<file path="config.mk">
export PLATFORM = sky130hd
export DESIGN_NAME = uart_rx_deframer
export DESIGN_NICKNAME = d
export VERILOG_FILES = /design/src/rtl/uart_pkg.sv /design/src/rtl/uart_rx_out_buf.sv /design/src/rtl/uart_rx_deframer.sv
export SDC_FILE = /design/constraint.sdc
export NUM_CORES = 1
export LEC_CHECK = 0
export CORE_MARGIN = 5
export CORE_UTILIZATION = 57
export CTS_CLUSTER_SIZE = 20
export DETAILED_ROUTE_END_ITERATION = 6
export PLACE_DENSITY = 0.85
export SYNTH_ARGS = -nofsm -noshare
export SYNTH_HDL_FRONTEND = slang
export SYNTH_SLANG_ARGS = --single-unit
</file>
<file path="constraint.sdc">
create_clock -name clk -period 2.16 [get_ports clk]
set_input_delay 0.216 -clock clk [delete_from_list [all_inputs] [get_ports clk]]
set_output_delay 0.216 -clock clk [all_outputs]
set_load 0.01 [all_outputs]
</file>
<file path="src/rtl/uart_pkg.sv">
// Shared types and constants for the UART receive path.
package uart_pkg;

  localparam int BYTE_BITS = 8;

  typedef enum logic [2:0] {
    IDLE,
    DATA,
    PARITY,
    STOP,
    RESYNC
  } rx_state_t;

endpackage

</file>
<file path="src/rtl/uart_rx_out_buf.sv">
// One-entry valid/ready holding register for a received word and its error flags.
// A word arriving while the register is full and not being drained is dropped
// and reported with a one-cycle overrun pulse.
module uart_rx_out_buf
  import uart_pkg::*;
#(
  parameter int DATA_WIDTH = 8
) (
  input  logic                  clk,
  input  logic                  rst_n,
  input  logic                  in_valid,
  input  logic [DATA_WIDTH-1:0] in_data,
  input  logic                  in_perr,
  input  logic                  in_ferr,
  input  logic                  out_ready,
  output logic                  out_valid,
  output logic [DATA_WIDTH-1:0] out_data,
  output logic                  parity_err,
  output logic                  frame_err,
  output logic                  overrun
);

  logic [DATA_WIDTH-1:0] data_q, data_d;
  logic                  valid_q, valid_d;
  logic                  perr_q, perr_d;
  logic                  ferr_q, ferr_d;
  logic                  ovr_q, ovr_d;

  // Load when empty or draining this cycle; otherwise drop and flag overrun.
  always_comb begin
    data_d  = data_q;
    valid_d = valid_q;
    perr_d  = perr_q;
    ferr_d  = ferr_q;
    ovr_d   = 1'b0;
    if (in_valid) begin
      if (!valid_q || out_ready) begin
        data_d  = in_data;
        perr_d  = in_perr;
        ferr_d  = in_ferr;
        valid_d = 1'b1;
      end else begin
        ovr_d = 1'b1;
      end
    end else if (valid_q && out_ready) begin
      valid_d = 1'b0;
    end
  end

  // Holding register state.
  always_ff @(posedge clk or negedge rst_n) begin
    if (!rst_n) begin
      data_q  <= '0;
      valid_q <= 1'b0;
      perr_q  <= 1'b0;
      ferr_q  <= 1'b0;
      ovr_q   <= 1'b0;
    end else begin
      data_q  <= data_d;
      valid_q <= valid_d;
      perr_q  <= perr_d;
      ferr_q  <= ferr_d;
      ovr_q   <= ovr_d;
    end
  end

  assign out_valid  = valid_q;
  assign out_data   = data_q;
  assign parity_err = perr_q;
  assign frame_err  = ferr_q;
  assign overrun    = ovr_q;

endmodule

</file>
<file path="src/rtl/uart_rx_deframer.sv">
// UART frame receiver, one line bit per clock: start, LSB-first data, parity
// (whole-frame or after every byte, even over all data bits so far), stop.
// Optional macro UART_RX_SYNC_EN: pass rx_in through a 2-flop synchronizer.
module uart_rx_deframer
  import uart_pkg::*;
#(
  parameter int DATA_WIDTH = 8
) (
  input  logic                  clk,
  input  logic                  rst_n,
  input  logic                  rx_in,
  input  logic                  parity_per_byte,
  output logic [DATA_WIDTH-1:0] out_data,
  output logic                  out_valid,
  input  logic                  out_ready,
  output logic                  parity_err,
  output logic                  frame_err,
  output logic                  overrun,
  output logic                  rx_busy
);

  localparam int BIT_CW    = $clog2(DATA_WIDTH + 1);
  localparam int NUM_BYTES = DATA_WIDTH / BYTE_BITS;
  localparam int BYTE_CW   = $clog2(NUM_BYTES + 1);

  generate
    if ((DATA_WIDTH % BYTE_BITS) != 0 || DATA_WIDTH == 0) begin : g_bad_width
      $error("uart_rx_deframer: DATA_WIDTH must be a non-zero multiple of 8");
    end
  endgenerate

  logic rx;

`ifdef UART_RX_SYNC_EN
  logic sync1_q, sync2_q;

  // Two-stage synchronizer; resets to the idle line level.
  always_ff @(posedge clk or negedge rst_n) begin
    if (!rst_n) begin
      sync1_q <= 1'b1;
      sync2_q <= 1'b1;
    end else begin
      sync1_q <= rx_in;
      sync2_q <= sync1_q;
    end
  end

  assign rx = sync2_q;
`else
  assign rx = rx_in;
`endif

  rx_state_t             state_q, state_d;
  logic [DATA_WIDTH-1:0] shreg_q, shreg_d;
  logic [BIT_CW-1:0]     bit_cnt_q, bit_cnt_d;
  logic [BYTE_CW-1:0]    byte_cnt_q, byte_cnt_d;
  logic                  run_par_q, run_par_d;
  logic                  err_q, err_d;
  logic                  pb_mode_q, pb_mode_d;
  logic                  dlv_q, dlv_d;
  logic                  dlv_ferr_q, dlv_ferr_d;

  // Next-state logic: deframing, running parity and the delivery strobe.
  always_comb begin
    state_d    = state_q;
    shreg_d    = shreg_q;
    bit_cnt_d  = bit_cnt_q;
    byte_cnt_d = byte_cnt_q;
    run_par_d  = run_par_q;
    err_d      = err_q;
    pb_mode_d  = pb_mode_q;
    dlv_d      = 1'b0;
    dlv_ferr_d = 1'b0;
    unique case (state_q)
      IDLE: begin
        if (!rx) begin
          state_d    = DATA;
          pb_mode_d  = parity_per_byte;
          bit_cnt_d  = '0;
          byte_cnt_d = '0;
          run_par_d  = 1'b0;
          err_d      = 1'b0;
        end
      end
      DATA: begin
        shreg_d   = {rx, shreg_q[DATA_WIDTH-1:1]};
        run_par_d = run_par_q ^ rx;
        bit_cnt_d = bit_cnt_q + BIT_CW'(1);
        if (pb_mode_q ? (bit_cnt_q[2:0] == 3'd7)
                      : (bit_cnt_q == BIT_CW'(DATA_WIDTH - 1))) begin
          state_d = PARITY;
        end
      end
      PARITY: begin
        if (rx != run_par_q) begin
          err_d = 1'b1;
        end
        byte_cnt_d = byte_cnt_q + BYTE_CW'(1);
        if (pb_mode_q && (byte_cnt_d != BYTE_CW'(NUM_BYTES))) begin
          state_d = DATA;
        end else begin
          state_d = STOP;
        end
      end
      STOP: begin
        // The frame is handed over whether or not the stop bit is good.
        dlv_d      = 1'b1;
        dlv_ferr_d = !rx;
        state_d    = rx ? IDLE : RESYNC;
      end
      RESYNC: begin
        // Wait out a stuck-low line so it is not read as a start bit.
        if (rx) begin
          state_d = IDLE;
        end
      end
      default: state_d = IDLE;
    endcase
  end

  // Receiver state registers.
  always_ff @(posedge clk or negedge rst_n) begin
    if (!rst_n) begin
      state_q    <= IDLE;
      shreg_q    <= '0;
      bit_cnt_q  <= '0;
      byte_cnt_q <= '0;
      run_par_q  <= 1'b0;
      err_q      <= 1'b0;
      pb_mode_q  <= 1'b0;
      dlv_q      <= 1'b0;
      dlv_ferr_q <= 1'b0;
    end else begin
      state_q    <= state_d;
      shreg_q    <= shreg_d;
      bit_cnt_q  <= bit_cnt_d;
      byte_cnt_q <= byte_cnt_d;
      run_par_q  <= run_par_d;
      err_q      <= err_d;
      pb_mode_q  <= pb_mode_d;
      dlv_q      <= dlv_d;
      dlv_ferr_q <= dlv_ferr_d;
    end
  end

  assign rx_busy = (state_q != IDLE);

  // shreg_q and err_q are untouched during the cycle after STOP (IDLE only
  // clears err on its way out), so the buffer still sees the finished frame.
  uart_rx_out_buf #(
    .DATA_WIDTH(DATA_WIDTH)
  ) u_out_buf (
    .clk       (clk),
    .rst_n     (rst_n),
    .in_valid  (dlv_q),
    .in_data   (shreg_q),
    .in_perr   (err_q),
    .in_ferr   (dlv_ferr_q),
    .out_ready (out_ready),
    .out_valid (out_valid),
    .out_data  (out_data),
    .parity_err(parity_err),
    .frame_err (frame_err),
    .overrun   (overrun)
  );

endmodule
</file>
Word-level counts from Yosys, hierarchy flattened
Cells that the tools add are included.
{"block": "word_totals", "reg_bits": 33, "word_cells": 69, "in_bits": 5, "output_inout_bits": 13}
{"block": "classes", "mux": 21, "addsub": 2, "bitwise": 3, "n_reduce_logical": 17, "eq_ne": 12}
{"cell": "3-bit case mux with 5 select lines", "count": 1}
{"cell": "3-bit 2-to-1 mux", "count": 4}
{"cell": "1-bit 2-to-1 mux", "count": 10}
{"cell": "2-bit AND reduction", "count": 5}
{"cell": "2-bit != test (second input constant)", "count": 4}
{"cell": "4-bit case mux with 2 select lines", "count": 1}
{"cell": "3-bit by 2-bit == test with 1-bit output (second input constant)", "count": 2}
{"cell": "3-bit == test (second input constant)", "count": 2}
{"cell": "1-bit case mux with 2 select lines", "count": 3}
{"cell": "3-bit AND reduction", "count": 2}
{"cell": "2-bit nonzero test", "count": 3}
{"cell": "4-bit by 1-bit adder with 4-bit output (second input constant)", "count": 1}
{"cell": "4-bit by 3-bit == test with 1-bit output (second input constant)", "count": 1}
{"cell": "4-bit 2-to-1 mux", "count": 1}
{"cell": "3-bit by 1-bit == test with 1-bit output (second input constant)", "count": 1}
{"cell": "3-bit logical NOT", "count": 1}
{"cell": "3-bit nonzero test", "count": 1}
{"cell": "1-bit logical AND", "count": 2}
{"cell": "1-bit logical NOT", "count": 2}
{"cell": "2-bit 2-to-1 mux", "count": 1}
{"cell": "2-bit by 1-bit != test with 1-bit output (second input constant)", "count": 1}
{"cell": "1-bit NOT", "count": 2}
{"cell": "1-bit adder (second input constant)", "count": 1}
{"cell": "1-bit logical OR", "count": 1}
{"cell": "2 further kinds", "count": 2}

Longest topological paths before layout
Gate-level depths: netlist (run 1).
{"block": "logic_depth", "word_depth": 5, "depth_mapped": 5, "ltp_nobuf": 4}

By module
A second synthesis (run 1) with hierarchy kept.
{"block": "unflattened", "hier_cells": 108, "area_unflattened_um2": 1436.4}
{"mod": "uart_rx_deframer", "instances": 1, "seq_area_each_um2": 525.5, "area_per_inst_um2": 949.7, "cells_per_inst": 81}
{"mod": "uart_rx_out_buf", "instances": 1, "seq_area_each_um2": 300.3, "area_per_inst_um2": 486.7, "cells_per_inst": 27}

Worst setup path after synthesis (run 1)
Ideal clock, no wire load.
{"block": "synth_path", "kind": "flip-flop to flip-flop", "from": "register state_q[2]", "to": "register pb_mode_q", "required_time_ns": 2.035, "period_less_slack_ns": 1.360, "setup_ns": 0.125, "stages_incl_launch_ff": 4, "path_buffers": 0, "arrival_time_ns": 1.235, "path_slack_ns": 0.800, "path_cell_list": "dfrtp_1 or3_1 nor2_1 mux2_2"}
{"block": "synth_between", "elab_chain_len": 2}
{"element": "from (decl)", "line_no": "uart_rx_deframer.sv:53", "source": "rx_state_t state_q, state_d;"}
{"element": "from (signal assigned)", "line_no": "uart_rx_deframer.sv:134", "source": "state_q <= state_d;"}
{"element": "3-bit logical NOT", "line_no": "uart_rx_deframer.sv:74", "source": "unique case (state_q)"}
{"element": "2-bit AND reduction (no source line)"}
{"element": "to (signal assigned)", "line_no": "uart_rx_deframer.sv:140", "source": "pb_mode_q <= pb_mode_d;"}
{"element": "to (decl)", "line_no": "uart_rx_deframer.sv:59", "source": "logic pb_mode_q, pb_mode_d;"}
Every way passes these cells.
A chain may end at the register's enable or synchronous reset.

Worst setup path in the final report (run 1)
{"block": "layout_path", "from": "register state_q[2]", "to": "output port rx_busy"}
{"block": "layout_between", "elab_chain_len": 1}
{"element": "3-bit nonzero test", "line_no": "uart_rx_deframer.sv:146", "source": "assign rx_busy = (state_q != IDLE);"}
{"element": "to (decl)", "line_no": "uart_rx_deframer.sv:19", "source": "output logic rx_busy"}
Every way passes these cells.

==> results_dict.tcl, run 1 <==
set metrics [dict create \
    nets 137 \
    endpoint_kind "output port" \
    overflow 0 \
    dp.cells 152 \
    grt_first_pass_wirelength_um 4370 \
    layout.cells.non_filler 159 \
    core_um2 2250 \
    tightest_slew_ps 453 \
    setup_tns_ps 0 \
    yosysUniqueCellTypes 26 \
    ir_drop_v 0.000991 \
    path_class "register to output port" \
    most-common-layout-cells "dfrtp_1 (33), mux2_2 (21), clkdlybuf4s50_1 (17)" \
    finalCritPeriodShare_pct 93.8 \
    clkTransAtPathRegs_ps 90 \
    layout-drive-gt1-share_pct 26.0 \
    rows 17 \
    place_area_um2 1580 \
    total_power_mw 2.24 \
    fin_worst_skew_ps 6.62 \
    ios 18 \
    cts_hold_buf 0 \
    diodes 0 \
    grt_usage_pct 17.2 \
    hold_viol 0 \
    relSlewSlack_pct 69.5 \
    grt_pass1_vias 930 \
    initial_core_util_pct 61.3 \
    post-route-util_pct 72.3 \
    crit_fanout 12 \
    final_common_cell "dfrtp_1" \
    wirelength_um 2440 \
    syn-num-nets 115 \
    status "completed" \
    setup_viol 0 \
    r2r_cells 3 \
    maxCapViolCount 0 \
    seq_area_um2 826 \
    power.density_nw_per_um2 1370 \
    met1_usage_pct 20.7 \
    drc 0 \
    worstPathArrival_ps 1810 \
    clk_path_buf_depth 2 \
    rsz0062_at_grt "no" \
    fin_crit_ps 2030 \
    synth_area_um2 1380 \
    dr_total_vias 890 \
    cts_buffers 5 \
    hpwl_um 1770 \
    drt_iter0_drc 27 \
    synthCells 109 \
    drtAntennaViolNets 0 \
    die_h_um 59.2 \
    postSynthAreaPerCell_um2 12.7 \
    cts_tree "done" \
    n_fill_cell 171 \
    yosysWarnings 0 \
    ys_seq_elements 33 \
    grt_max_degree 34 \
    met2_usage_pct 27.3 \
    cts.repair.resized 0 \
    fmax_mhz 493 \
    cts_root_buf "clkbuf_4" \
    first_pass_iters 4 \
    busiest_layer "met2" \
    insertion_delay_ps 320 \
    use_met3_pct 5.23 \
    viasPerCell 5.60 \
    start_kind "register" \
    die_x_um 59.2 \
    io_buffers 17 \
    gp_congestion 0.742 \
    antenna_found_initial 0 \
    leakagePower_nw 0.738 \
    cp_data_required_time_ps 1940 \
    wl_per_cell_um 15.3 \
    cts.sinks 33 \
    syn_to_final_growth_pct 18.0 \
    htree_num_levels 2 \
    hold_class "input port to asynchronous set/reset pin" \
    synth-seq-area-share_pct 59.8 \
    cts_setup_buffers 0 \
    die_area_um2 3510 \
    report.final.slew_viol_count 0 \
    multi_input_area_um2 507 \
    final_area_um2 1630 \
]
path summary, 6_finish.rpt:
check | from | endpoint | slack [ps]
worst max-delay path | state_q[2]$_DFFE_PN0P_ | rx_busy | 130
worst min-delay path | rst_n | bit_cnt_q[2]$_DFFE_PN0P_ | 290
worst max register to register | state_q[2]$_DFFE_PN0P_ | pb_mode_q$_DFFE_PN0P_ | 610
worst min register to register | dlv_ferr_q$_DFF_PN0_ | u_out_buf.frame_err$_DFFE_PN0P_ | 490
max in group asynchronous | rst_n | shreg_q[7]$_DFFE_PN0P_ | 1580
min in group clk | dlv_ferr_q$_DFF_PN0_ | u_out_buf.frame_err$_DFFE_PN0P_ | 490
sequential cells by signal, indices dropped and copies added (netlist names), 3 cells and up:
register and cells:
u_out_buf.out_data 8, state_q 3, shreg_q 8, bit_cnt_q 4
critical path, stage by stage (launching register included):
cell and delay (ps):
dfrtp_1 510, or3_1 480, clkdlybuf4s50_1 500
where the power goes:
part / internal [mW] / switching [mW] / total, mW / leakage, nW
combinational: 0.524 / 0.344 / 0.868 / 0.287
clock: 0.153 / 0.182 / 0.335 / 0.0314
sequential: 0.856 / 0.181 / 1.04 / 0.419
total: 1.53 / 0.707 / 2.24 / 0.738
cells in the mapped netlist, drive strengths merged:
library cell  instances  share of area, %
or3                   2              0.91
nor3b                 1              0.91
a21oi                 5               1.8
or4b                  1              0.72
nand2                 7               1.9
xor2                  1              0.63
xnor2                 1              0.63
nor3                  1              0.36
dfrtp                33                60
buf                   5               2.4
o21ai                 5               1.8
mux2                 21                17
nand3                 2              0.72
inv                   4               1.1
ha                    1              0.91
nor2                  7               1.9
or2                   2              0.91
a22o                  3               1.9
nand2b                1              0.45
nand3b                1              0.54
nor2b                 3               1.4
o31ai                 1              0.54
or3b                  1              0.63
per-layer routing:
layer	wire [µm]	part of all wire (%)
met1	1080	44
met2	1210	50
met3	108	4.4
met4	40	1.6
met5	0	0
cell families after synthesis:
| logic type | after synthesis | synth area share [%] |
|---|---|---|
| DFF | 33 | 59.8 |
| and+or+nand+nor | 29 | 11.3 |
| muxes | 21 | 17.1 |
| AOI/OAI and AO/OA | 14 | 6.07 |
| buffers and inverters | 9 | 3.53 |
| xor gates and xnor gates | 2 | 1.27 |
| adders and majority gates | 1 | 0.906 |
stage by stage:
step | hold slack (ps) | setup WS, ps
2_1_floorplan | -79.6 | 800
3_3_place_gp | 448 | 483
3_5_place_dp | 469 | 450
4_1_cts | 294 | 109
5_1_grt | 300 | 40.7
6_report | 287 | 134
area by class of cell:
class / instances / area share (%)
clock buffers: 7 / 3.38
multi-input cells: 67 / 31.1
repair buffers: 20 / 11.8
inverters: 4 / 0.921
flip-flops and latches: 33 / 50.7
well taps: 28 / 2.15
No activity file was read; power rests on OpenSTA's default activity.
==> run 2: changes to the inputs <==
--- a/config.mk
+++ b/config.mk
@@ -6,10 +6,11 @@
 export NUM_CORES = 1
 export LEC_CHECK = 0
 export CORE_MARGIN = 5
-export CORE_UTILIZATION = 57
+export CORE_UTILIZATION = 53
 export CTS_CLUSTER_SIZE = 20
 export DETAILED_ROUTE_END_ITERATION = 6
-export PLACE_DENSITY = 0.85
+export PLACE_DENSITY = 0.8
+export RECOVER_POWER = 50
 export SYNTH_ARGS = -nofsm -noshare
 export SYNTH_HDL_FRONTEND = slang
 export SYNTH_SLANG_ARGS = --single-unit
==> constraint.sdc (replaced) <==
create_clock -name clk -period 2 [get_ports clk]
set_input_delay 0.2 -clock clk [delete_from_list [all_inputs] [get_ports clk]]
set_output_delay 0.2 -clock clk [all_outputs]
set_load 0.1 [all_outputs]
==> run 2 against run 1 <==
Compared with the run above:
- count of clock-buffer cells in the layout is 1 lower
- utilization is 7.1 points lower
- worst setup slack better by 180 ps
- largest cell class unchanged
==> results_dict.tcl, run 2 (synthesis results as in run 1) <==
set metrics [dict create \
    die_h_um 61.1 \
    initial_core_util_pct 55.8 \
    endpoint_kind "output port" \
    final_common_cell "dfrtp_1" \
    gp_congestion 0.716 \
    core_um2 2480 \
    cts_setup_buffers 0 \
    crit_fanout 7 \
    die_area_um2 3730 \
    syn_to_final_growth_pct 16.9 \
    most-common-layout-cells "dfrtp_1 (33), mux2_2 (21), buf_4 (14)" \
    wl_per_cell_um 14.7 \
    report.final.slew_viol_count 0 \
    cts_hold_buf 0 \
    status "completed" \
    htree_num_levels 2 \
    path_class "register to output port" \
    layout-drive-gt1-share_pct 36.6 \
    antenna_found_initial 0 \
    dr_total_vias 880 \
    critical_path.top_delay_family "flip-flops" \
    n_fill_cell 197 \
    drt_iter0_drc 28 \
    overflow 0 \
    cts_tree "done" \
    finalCritPeriodShare_pct 84.4 \
    tightest_slew_ps 768 \
    grt_first_pass_wirelength_um 4120 \
    drtAntennaViolNets 0 \
    cp_data_required_time_ps 1800 \
    grt_pass1_vias 916 \
    hold_class "input port to asynchronous set/reset pin" \
    use_met3_pct 7.76 \
    crit_chain "or3_1 > buf_12" \
    diodes 0 \
    ios 18 \
    rsz0062_at_grt "no" \
    worstPathArrival_ps 1490 \
    rows 18 \
    setup_viol 0 \
    grt_usage_pct 15.4 \
    start_kind "register" \
    io_buffers 17 \
    fin_crit_ps 1690 \
    met2_usage_pct 24.3 \
    clk_path_buf_depth 2 \
    slowest_delay_ps 480 \
    nets 139 \
    cts.repair.resized 0 \
    grt_max_degree 34 \
    fmax_mhz 593 \
    clkTransAtPathRegs_ps 90 \
    wirelength_um 2410 \
    die_x_um 61.1 \
    met1_usage_pct 18.6 \
    first_pass_iters 4 \
    cts_buffers 5 \
    drc 0 \
    relSlewSlack_pct 48.8 \
    setup_tns_ps 0 \
    busiest_layer "met2" \
    fin_worst_skew_ps 3.69 \
    cts_root_buf "clkbuf_4" \
    holdWs_ps 460 \
    maxCapViolCount 0 \
    path_buf_inv 1 \
    cp_slowest_cell "dfrtp_1" \
    hpwl_um 1740 \
    cts.sinks 33 \
    post-route-util_pct 65.2 \
    viasPerCell 5.37 \
    hold_viol 0 \
    insertion_delay_ps 330 \
]
[run 2: changes by cell type in the layout (fill, tap and decap cells not counted), sizes merged]
cell,change
buf,+12
clkbuf,+2
clkdlybuf4s50,-14
clkinv,+2
dlygate4sd3,+1
[run 2: through the flow]
stage | instances | setup slack (ps) | area (µm²)
after global placement | 156 | 388 | 1570
final | 164 | 312 | 1620
after detailed placement | 156 | 345 | 1570
after CTS | 164 | 311 | 1620
after global routing | 164 | 257 | 1620
after floorplan | 109 | 134 | 1380
[run 2: final timing paths]
| check | start | to | slack [ps] | cells after the start |
|---|---|---|---|---|
| min | rst_n | state_q[0]$_DFFE_PN0P_ | 460 | 2 |
| max in group asynchronous | rst_n | bit_cnt_q[1]$_DFFE_PN0P_ | 1050 | 2 |
| min in group clk | parity_per_byte | pb_mode_q$_DFFE_PN0P_ | 470 | 2 |
| max | state_q[0]$_DFFE_PN0P_ | rx_busy | 310 | 2 |
| min reg2reg | dlv_q$_DFF_PN0_ | u_out_buf.out_valid$_DFFE_PN0P_ | 480 | 2 |
| max reg2reg | state_q[0]$_DFFE_PN0P_ | pb_mode_q$_DFFE_PN0P_ | 450 | 3 |
[run 2: cell type report]
class	instances	area [µm²]	share of cell area (%)
well taps	30	37.5	2.32
clock buffers	6	41.3	2.56
inverters	4	15.0	0.930
clock inverters	2	10.0	0.620
repair buffers	22	179	11.1
flip-flops and latches	33	826	51.1
multi-input cells	67	507	31.4
[run 2: per-layer routing]
metal / share of wire [%] / routed length, µm / up-vias
met5: 0 / 0 / -
met2: 49 / 1190 / 20
met4: 1.2 / 29 / 0
li1: - / - / 420
met1: 42 / 1020 / 436
met3: 6.9 / 167 / 4
Power of run 2 is not shown: default switching activity piles up to over one toggle a cycle in this logic, so the estimate is an artifact.
